==> src/rtl/hv_efuse_load_ctrl_if.sv <==
// Bundles the efuse load controller's request/response, efuse macro and register-file signals.
// The master modport is the controller side; the slave modport is the environment side.
interface hv_efuse_load_ctrl_if #(
    parameter int EFUSE_ADDR_W = 3,
    parameter int EFUSE_DATA_W = 8
) ();
    logic                    i_pwr_on;
    logic                    i_efuse_load_req;
    logic                    o_efuse_load_done;
    logic                    o_efuse_vld;
    logic                    o_efuse_busy;
    logic                    o_efuse_pwr_en;
    logic [EFUSE_ADDR_W-1:0] o_efuse_addr;
    logic                    o_efuse_rd_en;
    logic [EFUSE_DATA_W-1:0] i_efuse_dout;
    logic                    o_reg_wr_en;
    logic [EFUSE_ADDR_W-1:0] o_reg_wr_addr;
    logic [EFUSE_DATA_W-1:0] o_reg_wr_data;

    modport master (
        input  i_pwr_on,
        input  i_efuse_load_req,
        input  i_efuse_dout,
        output o_efuse_load_done,
        output o_efuse_vld,
        output o_efuse_busy,
        output o_efuse_pwr_en,
        output o_efuse_addr,
        output o_efuse_rd_en,
        output o_reg_wr_en,
        output o_reg_wr_addr,
        output o_reg_wr_data
    );

    modport slave (
        output i_pwr_on,
        output i_efuse_load_req,
        output i_efuse_dout,
        input  o_efuse_load_done,
        input  o_efuse_vld,
        input  o_efuse_busy,
        input  o_efuse_pwr_en,
        input  o_efuse_addr,
        input  o_efuse_rd_en,
        input  o_reg_wr_en,
        input  o_reg_wr_addr,
        input  o_reg_wr_data
    );
endinterface

==> src/rtl/hv_efuse_load_ctrl.sv <==
// Efuse image loader for the HV control FSM: powers the macro, copies all words into the register file
// and qualifies the image. Define HV_EFUSE_CRC_CHK_EN to treat the last word as an XOR checksum.
module hv_efuse_load_ctrl #(
    parameter int EFUSE_WORD_NUM = 8,
    parameter int EFUSE_ADDR_W   = 3,
    parameter int EFUSE_DATA_W   = 8,
    parameter int PWR_SETUP_CYC  = 4,
    parameter int RD_PULSE_CYC   = 2
) (
    input  logic                   i_clk,
    input  logic                   i_rst_n,
    hv_efuse_load_ctrl_if.master   efuse_if
);
    localparam int CYC_MAX = (PWR_SETUP_CYC > RD_PULSE_CYC) ? PWR_SETUP_CYC : RD_PULSE_CYC;
    localparam int CYC_W   = (CYC_MAX < 2) ? 1 : $clog2(CYC_MAX);
    localparam logic [CYC_W-1:0]        PWR_LAST  = CYC_W'(PWR_SETUP_CYC - 1);
    localparam logic [CYC_W-1:0]        RD_LAST   = CYC_W'(RD_PULSE_CYC - 1);
    localparam logic [EFUSE_ADDR_W-1:0] WORD_LAST = EFUSE_ADDR_W'(EFUSE_WORD_NUM - 1);

    typedef enum logic [2:0] {
        IDLE   = 3'd0,
        PWR_UP = 3'd1,
        ADDR   = 3'd2,
        STRB   = 3'd3,
        CAPT   = 3'd4,
        CHK    = 3'd5,
        DONE   = 3'd6
    } state_t;

    state_t                  state_q;
    logic [CYC_W-1:0]        cyc_q;
    logic [EFUSE_ADDR_W-1:0] cnt_q;
    logic                    prog_q;
    logic                    done_q;
    logic                    vld_q;
    logic                    busy_q;
    logic                    pwr_en_q;
    logic [EFUSE_ADDR_W-1:0] addr_q;
    logic                    rd_en_q;
    logic                    wr_en_q;
    logic [EFUSE_ADDR_W-1:0] wr_addr_q;
    logic [EFUSE_DATA_W-1:0] wr_data_q;
`ifdef HV_EFUSE_CRC_CHK_EN
    logic [EFUSE_DATA_W-1:0] acc_q;
`endif

    // Load sequencer; every output is a register updated together with the state.
    always_ff @(posedge i_clk) begin
        if (!i_rst_n) begin
            state_q   <= IDLE;
            cyc_q     <= '0;
            cnt_q     <= '0;
            prog_q    <= 1'b0;
            done_q    <= 1'b0;
            vld_q     <= 1'b0;
            busy_q    <= 1'b0;
            pwr_en_q  <= 1'b0;
            addr_q    <= '0;
            rd_en_q   <= 1'b0;
            wr_en_q   <= 1'b0;
            wr_addr_q <= '0;
            wr_data_q <= '0;
`ifdef HV_EFUSE_CRC_CHK_EN
            acc_q     <= '0;
`endif
        end else if ((state_q != IDLE) && !efuse_if.i_pwr_on) begin
            // Supply loss: abandon the load silently and drop the image-valid flag.
            state_q  <= IDLE;
            done_q   <= 1'b0;
            vld_q    <= 1'b0;
            busy_q   <= 1'b0;
            pwr_en_q <= 1'b0;
            rd_en_q  <= 1'b0;
            wr_en_q  <= 1'b0;
        end else begin
            case (state_q)
                IDLE: begin
                    done_q <= 1'b0;
                    if (!efuse_if.i_pwr_on) begin
                        vld_q <= 1'b0;
                    end else if (efuse_if.i_efuse_load_req) begin
                        state_q  <= PWR_UP;
                        busy_q   <= 1'b1;
                        pwr_en_q <= 1'b1;
                        vld_q    <= 1'b0;
                        cnt_q    <= '0;
                        cyc_q    <= '0;
`ifdef HV_EFUSE_CRC_CHK_EN
                        acc_q    <= '0;
`endif
                    end else begin
                        state_q <= IDLE;
                    end
                end
                PWR_UP: begin
                    if (cyc_q == PWR_LAST) begin
                        state_q <= ADDR;
                        addr_q  <= cnt_q;
                    end else begin
                        cyc_q <= cyc_q + 1'b1;
                    end
                end
                ADDR: begin
                    state_q <= STRB;
                    rd_en_q <= 1'b1;
                    cyc_q   <= '0;
                end
                STRB: begin
                    if (cyc_q == RD_LAST) begin
                        state_q   <= CAPT;
                        rd_en_q   <= 1'b0;
                        wr_en_q   <= 1'b1;
                        wr_addr_q <= cnt_q;
                        wr_data_q <= efuse_if.i_efuse_dout;
                        if (cnt_q == '0) begin
                            prog_q <= efuse_if.i_efuse_dout[EFUSE_DATA_W-1];
                        end else begin
                            prog_q <= prog_q;
                        end
`ifdef HV_EFUSE_CRC_CHK_EN
                        // The checksum word itself stays out of the running XOR.
                        if (cnt_q != WORD_LAST) begin
                            acc_q <= acc_q ^ efuse_if.i_efuse_dout;
                        end else begin
                            acc_q <= acc_q;
                        end
`endif
                    end else begin
                        cyc_q <= cyc_q + 1'b1;
                    end
                end
                CAPT: begin
                    wr_en_q <= 1'b0;
                    if (cnt_q == WORD_LAST) begin
                        state_q  <= CHK;
                        pwr_en_q <= 1'b0;
                    end else begin
                        state_q <= ADDR;
                        cnt_q   <= cnt_q + 1'b1;
                        addr_q  <= cnt_q + 1'b1;
                    end
                end
                CHK: begin
                    state_q <= DONE;
                    done_q  <= 1'b1;
`ifdef HV_EFUSE_CRC_CHK_EN
                    vld_q   <= prog_q & (acc_q == wr_data_q);
`else
                    vld_q   <= prog_q;
`endif
                end
                DONE: begin
                    state_q <= IDLE;
                    done_q  <= 1'b0;
                    busy_q  <= 1'b0;
                end
                default: begin
                    state_q  <= IDLE;
                    done_q   <= 1'b0;
                    busy_q   <= 1'b0;
                    pwr_en_q <= 1'b0;
                    rd_en_q  <= 1'b0;
                    wr_en_q  <= 1'b0;
                end
            endcase
        end
    end

    assign efuse_if.o_efuse_load_done = done_q;
    assign efuse_if.o_efuse_vld       = vld_q;
    assign efuse_if.o_efuse_busy      = busy_q;
    assign efuse_if.o_efuse_pwr_en    = pwr_en_q;
    assign efuse_if.o_efuse_addr      = addr_q;
    assign efuse_if.o_efuse_rd_en     = rd_en_q;
    assign efuse_if.o_reg_wr_en       = wr_en_q;
    assign efuse_if.o_reg_wr_addr     = wr_addr_q;
    assign efuse_if.o_reg_wr_data     = wr_data_q;
endmodule

==> src/flat_wrapper.sv <==
// flat-port wrapper written by rule: the top's interface ports become plain ports
module hv_efuse_load_ctrl_flat 
#(
    parameter int EFUSE_WORD_NUM = 8,
    parameter int EFUSE_ADDR_W   = 3,
    parameter int EFUSE_DATA_W   = 8,
    parameter int PWR_SETUP_CYC  = 4,
    parameter int RD_PULSE_CYC   = 2
)
  (i_clk, i_rst_n, efuse_if_i_pwr_on, efuse_if_i_efuse_load_req, efuse_if_i_efuse_dout, efuse_if_o_efuse_load_done, efuse_if_o_efuse_vld, efuse_if_o_efuse_busy, efuse_if_o_efuse_pwr_en, efuse_if_o_efuse_addr, efuse_if_o_efuse_rd_en, efuse_if_o_reg_wr_en, efuse_if_o_reg_wr_addr, efuse_if_o_reg_wr_data);
  hv_efuse_load_ctrl_if #(.EFUSE_ADDR_W(EFUSE_ADDR_W), .EFUSE_DATA_W(EFUSE_DATA_W)) efuse_if_i ();
  input  logic i_clk;
  input  logic i_rst_n;
  input wire logic [$bits(efuse_if_i.i_pwr_on)-1:0] efuse_if_i_pwr_on;
  input wire logic [$bits(efuse_if_i.i_efuse_load_req)-1:0] efuse_if_i_efuse_load_req;
  input wire logic [$bits(efuse_if_i.i_efuse_dout)-1:0] efuse_if_i_efuse_dout;
  output wire logic [$bits(efuse_if_i.o_efuse_load_done)-1:0] efuse_if_o_efuse_load_done;
  output wire logic [$bits(efuse_if_i.o_efuse_vld)-1:0] efuse_if_o_efuse_vld;
  output wire logic [$bits(efuse_if_i.o_efuse_busy)-1:0] efuse_if_o_efuse_busy;
  output wire logic [$bits(efuse_if_i.o_efuse_pwr_en)-1:0] efuse_if_o_efuse_pwr_en;
  output wire logic [$bits(efuse_if_i.o_efuse_addr)-1:0] efuse_if_o_efuse_addr;
  output wire logic [$bits(efuse_if_i.o_efuse_rd_en)-1:0] efuse_if_o_efuse_rd_en;
  output wire logic [$bits(efuse_if_i.o_reg_wr_en)-1:0] efuse_if_o_reg_wr_en;
  output wire logic [$bits(efuse_if_i.o_reg_wr_addr)-1:0] efuse_if_o_reg_wr_addr;
  output wire logic [$bits(efuse_if_i.o_reg_wr_data)-1:0] efuse_if_o_reg_wr_data;
  assign efuse_if_i.i_pwr_on = efuse_if_i_pwr_on;
  assign efuse_if_i.i_efuse_load_req = efuse_if_i_efuse_load_req;
  assign efuse_if_i.i_efuse_dout = efuse_if_i_efuse_dout;
  assign efuse_if_o_efuse_load_done = efuse_if_i.o_efuse_load_done;
  assign efuse_if_o_efuse_vld = efuse_if_i.o_efuse_vld;
  assign efuse_if_o_efuse_busy = efuse_if_i.o_efuse_busy;
  assign efuse_if_o_efuse_pwr_en = efuse_if_i.o_efuse_pwr_en;
  assign efuse_if_o_efuse_addr = efuse_if_i.o_efuse_addr;
  assign efuse_if_o_efuse_rd_en = efuse_if_i.o_efuse_rd_en;
  assign efuse_if_o_reg_wr_en = efuse_if_i.o_reg_wr_en;
  assign efuse_if_o_reg_wr_addr = efuse_if_i.o_reg_wr_addr;
  assign efuse_if_o_reg_wr_data = efuse_if_i.o_reg_wr_data;
  hv_efuse_load_ctrl #(.EFUSE_WORD_NUM(EFUSE_WORD_NUM), .EFUSE_ADDR_W(EFUSE_ADDR_W), .EFUSE_DATA_W(EFUSE_DATA_W), .PWR_SETUP_CYC(PWR_SETUP_CYC), .RD_PULSE_CYC(RD_PULSE_CYC)) u_core (.i_clk(i_clk), .i_rst_n(i_rst_n), .efuse_if(efuse_if_i));
endmodule
==> config.mk <==
export PLATFORM = sky130hd
export DESIGN_NAME = hv_efuse_load_ctrl_flat
export DESIGN_NICKNAME = d
export VERILOG_FILES = /design/src/rtl/hv_efuse_load_ctrl_if.sv /design/src/rtl/hv_efuse_load_ctrl.sv /design/src/flat_wrapper.sv
export SDC_FILE = /design/constraint.sdc
export NUM_CORES = 1
export LEC_CHECK = 0
export BUFFER_PORTS_ARGS = -buffer_cell sky130_fd_sc_hd__buf_2
export CELL_PAD_IN_SITES_DETAIL_PLACEMENT = 2
export CELL_PAD_IN_SITES_GLOBAL_PLACEMENT = 2
export CORE_ASPECT_RATIO = 0.8
export CORE_MARGIN = 1.5
export CORE_UTILIZATION = 31
export DETAILED_ROUTE_END_ITERATION = 8
export HOLD_SLACK_MARGIN = 0.1
export PLACE_DENSITY_LB_ADDON = 0.1
export SLEW_MARGIN = 10
export SYNTH_ARGS = -nofsm -noshare
export SYNTH_HDL_FRONTEND = slang
export SYNTH_SLANG_ARGS = --single-unit
==> constraint.sdc <==
create_clock -name i_clk -period 2.4 [get_ports i_clk]
set_input_delay 0.6 -clock i_clk [delete_from_list [all_inputs] [get_ports i_clk]]
set_output_delay 0.6 -clock i_clk [all_outputs]
set_load 0.03 [all_outputs]
After elaboration in Yosys (flattened, before gate mapping)
Index checks and enable logic that the tools add are counted.
Word-level totals
  register bits after elaboration: 29
  input bits: 12
  output and inout bits: 20
  word-level logic and storage cells: 95
Cells by class
  add/subtract/negate cells: 2
  eq/ne operators: 18
  muxes and demuxes: 30
  bitwise operators: 6
  reductions and logical operators: 26
Operators by type and width (number)
  $mux W3: 8
  $reduce_or A5 Y1: 4
  $pmux W3 S6: 1
  $eq A3 B3 Y1 const B: 4
  $pmux W3 S2: 2
  $reduce_and A4 Y1: 3
  $ne A2 B2 Y1 const B: 5
  $reduce_and A3 Y1: 3
  $mux W1: 8
  $mux W2: 4
  $pmux W1 S2: 4
  $pmux W2 S4: 1
  $eq A3 B2 Y1 const B: 2
  $logic_not A3 Y1: 2
  $ne A2 B1 Y1 const B: 3
  $not A1 Y1: 6
  $pmux W1 S3: 2
  $reduce_and A2 Y1: 3
  $reduce_and A6 Y1: 1
  $reduce_bool A2 Y1: 3
  $reduce_and A5 Y1: 1
  $reduce_bool A4 Y1: 1
  $reduce_or A4 Y1: 1
  $add A3 B1 Y3 const B: 1
  9 further kinds: 9

Longest topological paths before layout
Gate-level depths: netlist of the first run.
  depth after elaboration: 4
  depth in mapped cells: 6
  gate-level depth less buffers: 6

Worst setup path before layout of the first run
OpenSTA, ideal clock, no wires.
  path kind: reg-to-reg
  from: register u_core.cnt_q[0]
  to: register u_core.addr_q[2], in the netlist u_core.efuse_if.o_efuse_addr[2]
  library setup time: 0.091 ns
  data arrival time: 1.687 ns
  data required time: 2.309 ns
  setup slack: 0.622 ns
  stages on the path, launching flop included: 7
  path buffers: 0
  clock period less this slack: 1.778 ns
  cell sequence: dfxtp_1 > ha_1 > ha_1 > or3b_4 > a211oi_4 > nor2_1 > a311oi_1
On the way
  longest elaborated chain between the ends: 3
Ends and longest elaborated chain
  start, declared: RTL line hv_efuse_load_ctrl.sv:32  | logic [EFUSE_ADDR_W-1:0] cnt_q;
  start signal, assigned: RTL line hv_efuse_load_ctrl.sv:139  | cnt_q <= cnt_q + 1'b1;
  $add A3 B1 Y3 / $eq A3 B3 Y1 (equally long branches): RTL line hv_efuse_load_ctrl.sv:140, hv_efuse_load_ctrl.sv:134
  $mux W3 / $ne A2 B2 Y1 (equally long branches)
  $pmux W3 S2 / $reduce_and A4 Y1 (equally long branches)
  end signal, assigned: RTL line hv_efuse_load_ctrl.sv:98  | addr_q <= cnt_q;
  end signal, assigned: RTL line hv_efuse_load_ctrl.sv:140  | addr_q <= cnt_q + 1'b1;
  end, declared: RTL line hv_efuse_load_ctrl.sv:38  | logic [EFUSE_ADDR_W-1:0] addr_q;
Several ways; a longest one is shown, not always the timed one. The select of a mux whose other input is x is not followed.
A chain may end at the register's enable or synchronous reset.

Worst setup path in the final report of the first run
Same ends and word-level chain as after synthesis.

==> metrics.cfg, run 1 <==
[yosys]
synth_common_cells = dfxtp_1, nor2_1, mux2i_1
yosys_warnings = 0
syn-instance-count = 165
synthDistinctLibCells = 37
ys.flop_type = dfxtp_1
synth-edff-count = 0
synth_top_area_frac = 0.410
synth_area_per_cell_um2 = 8.59
yosysMostFrequentCell = dfxtp_1
async_reset_ff_frac = 0
syn_nets = 183
synth_top_cell_by_area = dfxtp_1
yosysSeqAreaShare = 0.410
netlist_area_um2 = 1420
synth-seq-cells = 29
synthTopCellsByArea = dfxtp_1, mux2i_1, nor2_1

[setup_path]
critPathBufInv = 0
worstSetupEndpointType = register
cp.required_ps = 2590
cp_top_family = compound AO/OA/AOI/OAI gates
path_class = register to register
cpMostUsedCell = ha_1
cp_slowest_cell = or3b_4
crit_chain = ha_1 > ha_1 > or3b_4 > a211oi_4 > nor2_1 > a311oi_1
worst-r2r-cell-count = 6
critPathLaunchType = register
reg2reg_slack_ps = 380
r2r-end = u_core.efuse_if.o_efuse_addr[2]
path_max_fanout = 6
cp_data_arrival_time_ps = 2210
crit_path_max_incr_delay_ps = 400
r2r-start = u_core.cnt_q[0]

[floorplanning]
num_rows = 21
die_area_um2 = 4990
die_w_um = 78.6
core_area_um2 = 4280
initial_core_util = 0.331
die_h_um = 63.5
ios = 32

[detailed_routing]
route.antenna.remaining_nets = 0
vias = 1294
post_drt_wl_per_cell_um = 16.0
drc_errors = 0
viasPerCell = 5.09
drt_iter0_drc = 44
drt-total-wl_um = 4070
drt_first_pass_iters = 3

[sta]
finalCriticalPeriod_ps = 2020
rsz0062_at_grt = false
finalHoldViolCount = 0
hold_slack_ps = 486
max_freq_ghz = 0.496
setup_ws_ps = 382
fin_setup_tns_ps = 0
finalMaxSlewViolations = 0
worst_slew_pin_slew_ps = 642
max-slew-margin-rel = 0.571
final-setup-viol-count = 0
fin_crit_sh = 0.841
fin_worst_skew_ps = 9.97

[clock_tree]
cts_setup_buffers = 0
numCtsBuffers = 5
htreeDepth = 2
clock-root-buffer = clkbuf_8
cts.sinks = 29
post_cts_resized = 0
clock_latency_ps = 290
path_clk_slew_ps = 60
cts_tree = done
cts_hold_buf = 0
clock_path_buffers = 2

[placed_design]
port_buffers = 31
dp_slack_ps = 398
gp_congestion = 0.771
dp_hpwl_um = 3030

[power]
swShare = 0.253
internal_power_mw = 0.881
switchingPower_mw = 0.299
p_comb_frac = 0.111
powerDensity_nw_per_um2 = 681
p_seq_frac = 0.437
ir_drop_mv = 0.333
p_leak_nw = 0.825
pwr-share-clk = 0.452

[global_routing]
overflow = 0
grt_pass1_vias = 1358
antenna_found_initial = 0
grt_use_total = 0.182
grt_pass1_wl_um = 6870
grt_max_degree = 20

[run]
maxCapViolCount = 0

[layout]
multiInputGateArea_um2 = 748
syn_to_final_growth_pct = 22.2
final_nets = 214
regArea_um2 = 581
fill_cells = 498
antenna_cells = 0
layout-drive-gt1-share = 0.218

[worst_hold_path]
min_path_type = register to register
hold_start = u_core.prog_q
hold_path_end = u_core.prog_q
hold-path-cell-count = 2

[status]
status = finished clean

## sequential cells by signal, summed over array words and instances (netlist names), 2 cells and up
name	flops
u_core.efuse_if.o_efuse_addr	3
u_core.state_q	3
u_core.efuse_if.o_reg_wr_data	8
u_core.efuse_if.o_reg_wr_addr	3
u_core.cnt_q	3
u_core.cyc_q	2
## area by class of cell
type                       count  share of cell area
timing repair buffer          33              0.0983
tap                           57              0.0412
multi-input combinational    115               0.432
clock buffer                   7              0.0499
inverter                      12              0.0260
sequential                    29               0.335
clock inverter                 1              0.0173
## how the worst max path moves through the flow
stage               startpoint                              end  slack [ps]  cells past startpoint
2_1_floorplan  u_core.cnt_q[0]  u_core.efuse_if.o_efuse_addr[2]         620                      6
3_3_place_gp   u_core.cnt_q[0]  u_core.efuse_if.o_efuse_addr[2]         530                      6
3_5_place_dp   u_core.cnt_q[0]  u_core.efuse_if.o_efuse_addr[2]         400                      6
4_1_cts        u_core.cnt_q[0]  u_core.efuse_if.o_efuse_addr[2]         360                      6
5_1_grt        u_core.cnt_q[0]  u_core.efuse_if.o_efuse_addr[0]         270                      6
6_report       u_core.cnt_q[0]  u_core.efuse_if.o_efuse_addr[2]         380                      6
## logic make-up (layout without fill, tap and decap cells)
family                     Yosys count  in the layout  share of synthesized area
adders and majority gates            6              6                     0.0530
buffers and inverters               21             53                     0.0627
and+or+nand+nor                     58             58                      0.194
AOI/OAI and AO/OA                   34             34                      0.162
muxes                               16             16                      0.113
xor gates and xnor gates             1              1                    0.00618
DFF                                 29             29                      0.410
## power by group through the flow
| stage | combinational [mW] | clock, mW | sequential [mW] |
|---|---|---|---|
| floorplan | 0.0875 | 0 | 0.525 |
| global placement | 0.128 | 0 | 0.524 |
| detailed placement | 0.133 | 0 | 0.526 |
| CTS | 0.133 | 0.547 | 0.515 |
| global route | 0.149 | 0.570 | 0.518 |
| finish | 0.131 | 0.533 | 0.516 |
## layer usage
metal	track usage	share of wire
met2	0.282	0.46
met5	0	0
met1	0.238	0.48
met3	0.0478	0.038
met4	0.0714	0.015
## worst min-delay path, cell delays in order (launching register included)
cell     delay [ps]
dfxtp_1         320
o31ai_1          60
a21oi_1          60
## stage by stage
step,power (mW),cell area [um2],util,std cells
floorplan,0.613,1420,-,165
global placement,0.652,1620,0.377,246
detailed placement,0.659,1620,0.377,246
CTS,1.20,1730,0.404,254
global route,1.24,1730,0.404,254
finish,1.18,1730,0.404,254
## cells in the final DEF, fill, tap and decap left out, types with 2 or more instances in the layout
master      n
buf_2      31
dfxtp_1    29
nor2_1     27
mux2i_1    16
inv_1      11
a21oi_1    11
nand2_1    11
o21ai_0     6
ha_1        6
clkbuf_8    6
and2_1      3
nand3b_1    3
nand4_1     2
nor3_1      2
a2111oi_0   2
o2111ai_1   2
nand2b_1    2
a211oi_1    2
a31oi_1     2
a2bb2oi_1   2
nand3_1     2
buf_4       2
Note: power is estimated with default switching activity, not from simulation.
==> inputs of run 2 (changes only) <==
==> constraint.sdc (replaced) <==
create_clock -name i_clk -period 2.1 [get_ports i_clk]
set_input_delay 0.525 -clock i_clk [delete_from_list [all_inputs] [get_ports i_clk]]
set_output_delay 0.525 -clock i_clk [all_outputs]
set_load 0.03 [all_outputs]
==> run 2 against run 1 <==
  * Register-to-register slack got worse by 260 ps
  * Clock-buffer cell count unchanged
  * Non-clock buffer count increased by 4
  * Critical path type unchanged
  * Worst setup slack worse by 260 ps
  * Sequential share of layout area is the same
  * Worst hold slack worse by 6.8 ps
  * Routed wire length fell by 2.8%
  * Largest cell class unchanged
==> metrics.cfg, run 2 (synthesized netlist as in run 1, its figures left out) <==
[status]
status = finished clean

[power]
p_leak_nw = 0.832
swShare = 0.263
internal_power_mw = 0.885
p_comb_frac = 0.135
powerDensity_nw_per_um2 = 693
switchingPower_mw = 0.316
ir_drop_mv = 0.244
pwr-share-clk = 0.379
p_seq_frac = 0.486
total_power_mw = 1.20

[sta]
finalCriticalPeriod_ps = 1980
finalHoldViolCount = 0
worst_slew_pin_slew_ps = 575
fin_setup_tns_ps = 0
max_freq_ghz = 0.505
finalMaxSlewViolations = 0
rsz0062_at_grt = false
max-slew-margin-rel = 0.616
fin_worst_skew_ps = 5.79
fin_crit_sh = 0.942
setup_ws_ps = 122
final-setup-viol-count = 0

[layout]
largest_register_ffs = 8
fin_cells = 257
syn_to_final_growth_pct = 22.2
antenna_cells = 0
final_core_util = 0.404
final_cell_mix = buf_2, dfxtp_1, nor2_1
layout-drive-gt1-share = 0.230
final_nets = 218
layout_commonest_cell = buf_2

[floorplanning]
die_w_um = 78.6
ios = 32
die_h_um = 63.5
initial_core_util = 0.331
die_area_um2 = 4990
num_rows = 21
core_area_um2 = 4280

[clock_tree]
post_cts_resized = 0
htreeDepth = 2
clock_latency_ps = 280
numCtsBuffers = 5
path_clk_slew_ps = 60
cts_hold_buf = 0
cts.sinks = 29
clock_path_buffers = 2
clock-root-buffer = clkbuf_8
cts_setup_buffers = 0
cts_tree = done

[detailed_routing]
drt-total-wl_um = 3950
drt_first_pass_iters = 4
vias = 1301
route.antenna.remaining_nets = 0
drc_errors = 0
post_drt_wl_per_cell_um = 15.4
drt_iter0_drc = 18
viasPerCell = 5.06

[global_routing]
use_met2 = 0.276
grt_pass1_vias = 1323
top_usage_layer = met2
gr-usage-met1 = 0.231
grt_pass1_wl_um = 6710
overflow = 0
grt_max_degree = 19
grt_use_total = 0.179
met3_usage = 0.0609
antenna_found_initial = 0

[setup_path]
cpMostUsedCell = ha_1
crit_chain = ha_1 > ha_1 > or3b_4 > a211oi_4 > nor2_1 > a311oi_1
critPathLaunchType = register
cp_data_arrival_time_ps = 2160
cp_top_family = compound AO/OA/AOI/OAI gates
path_max_fanout = 6
cp.required_ps = 2280
path_class = register to register
worstSetupEndpointType = register
crit_path_max_incr_delay_ps = 400
cp_slowest_cell = or3b_4
critPathBufInv = 0

[placed_design]
dp_cells = 250
port_buffers = 31
gp_congestion = 0.823
dp_slack_ps = 133
dp_hpwl_um = 3050

[run]
maxCapViolCount = 0

[worst_hold_path]
min_path_type = register to register

[run 2: per-layer routing]
metal | routed length, um | vias to the layer above
met5 | 0 | -
met4 | 55 | 0
met3 | 193 | 6
met2 | 1790 | 27
met1 | 1910 | 631
li1 | - | 637
[run 2: final timing paths]
| check | from | to | slack [ps] | cells after the start |
|---|---|---|---|---|
| max reg2reg | u_core.cnt_q[1] | u_core.efuse_if.o_efuse_addr[2] | 120 | 6 |
| min | u_core.efuse_if.o_efuse_vld | u_core.efuse_if.o_efuse_vld | 480 | 2 |
| max | u_core.cnt_q[1] | u_core.efuse_if.o_efuse_addr[2] | 120 | 6 |
| min reg2reg | u_core.efuse_if.o_efuse_vld | u_core.efuse_if.o_efuse_vld | 480 | 2 |
[run 2: power by group through the flow]
stage,clock network (mW),registers [mW],logic (mW)
after global placement,0,0.594,0.156
after floorplan,0,0.600,0.100
final,0.455,0.583,0.163
after detailed placement,0,0.596,0.163
after global routing,0.512,0.586,0.180
after CTS,0.478,0.583,0.165
[run 2: cell type report]
type / count / area (um2)
repair buffers: 37 / 200
clock buffers: 7 / 86.3
well taps: 57 / 71.3
multi-input cells: 115 / 748
inverters: 12 / 45.0
flip-flops and latches: 29 / 581
fillers: 494 / 2550
[run 2: worst register-to-register path: stages (launching register included)]
cell and delay, ps:
dfxtp_1 350, ha_1 200, ha_1 230, or3b_4 400, a211oi_4 370, nor2_1 90
a311oi_1 250
[run 2: stage by stage]
step / hold WS [ps] / instance area, um2
after floorplan: 448 / 1420
after global placement: 461 / 1650
after detailed placement: 479 / 1650
after CTS: 477 / 1730
after global routing: 479 / 1730
final: 479 / 1730
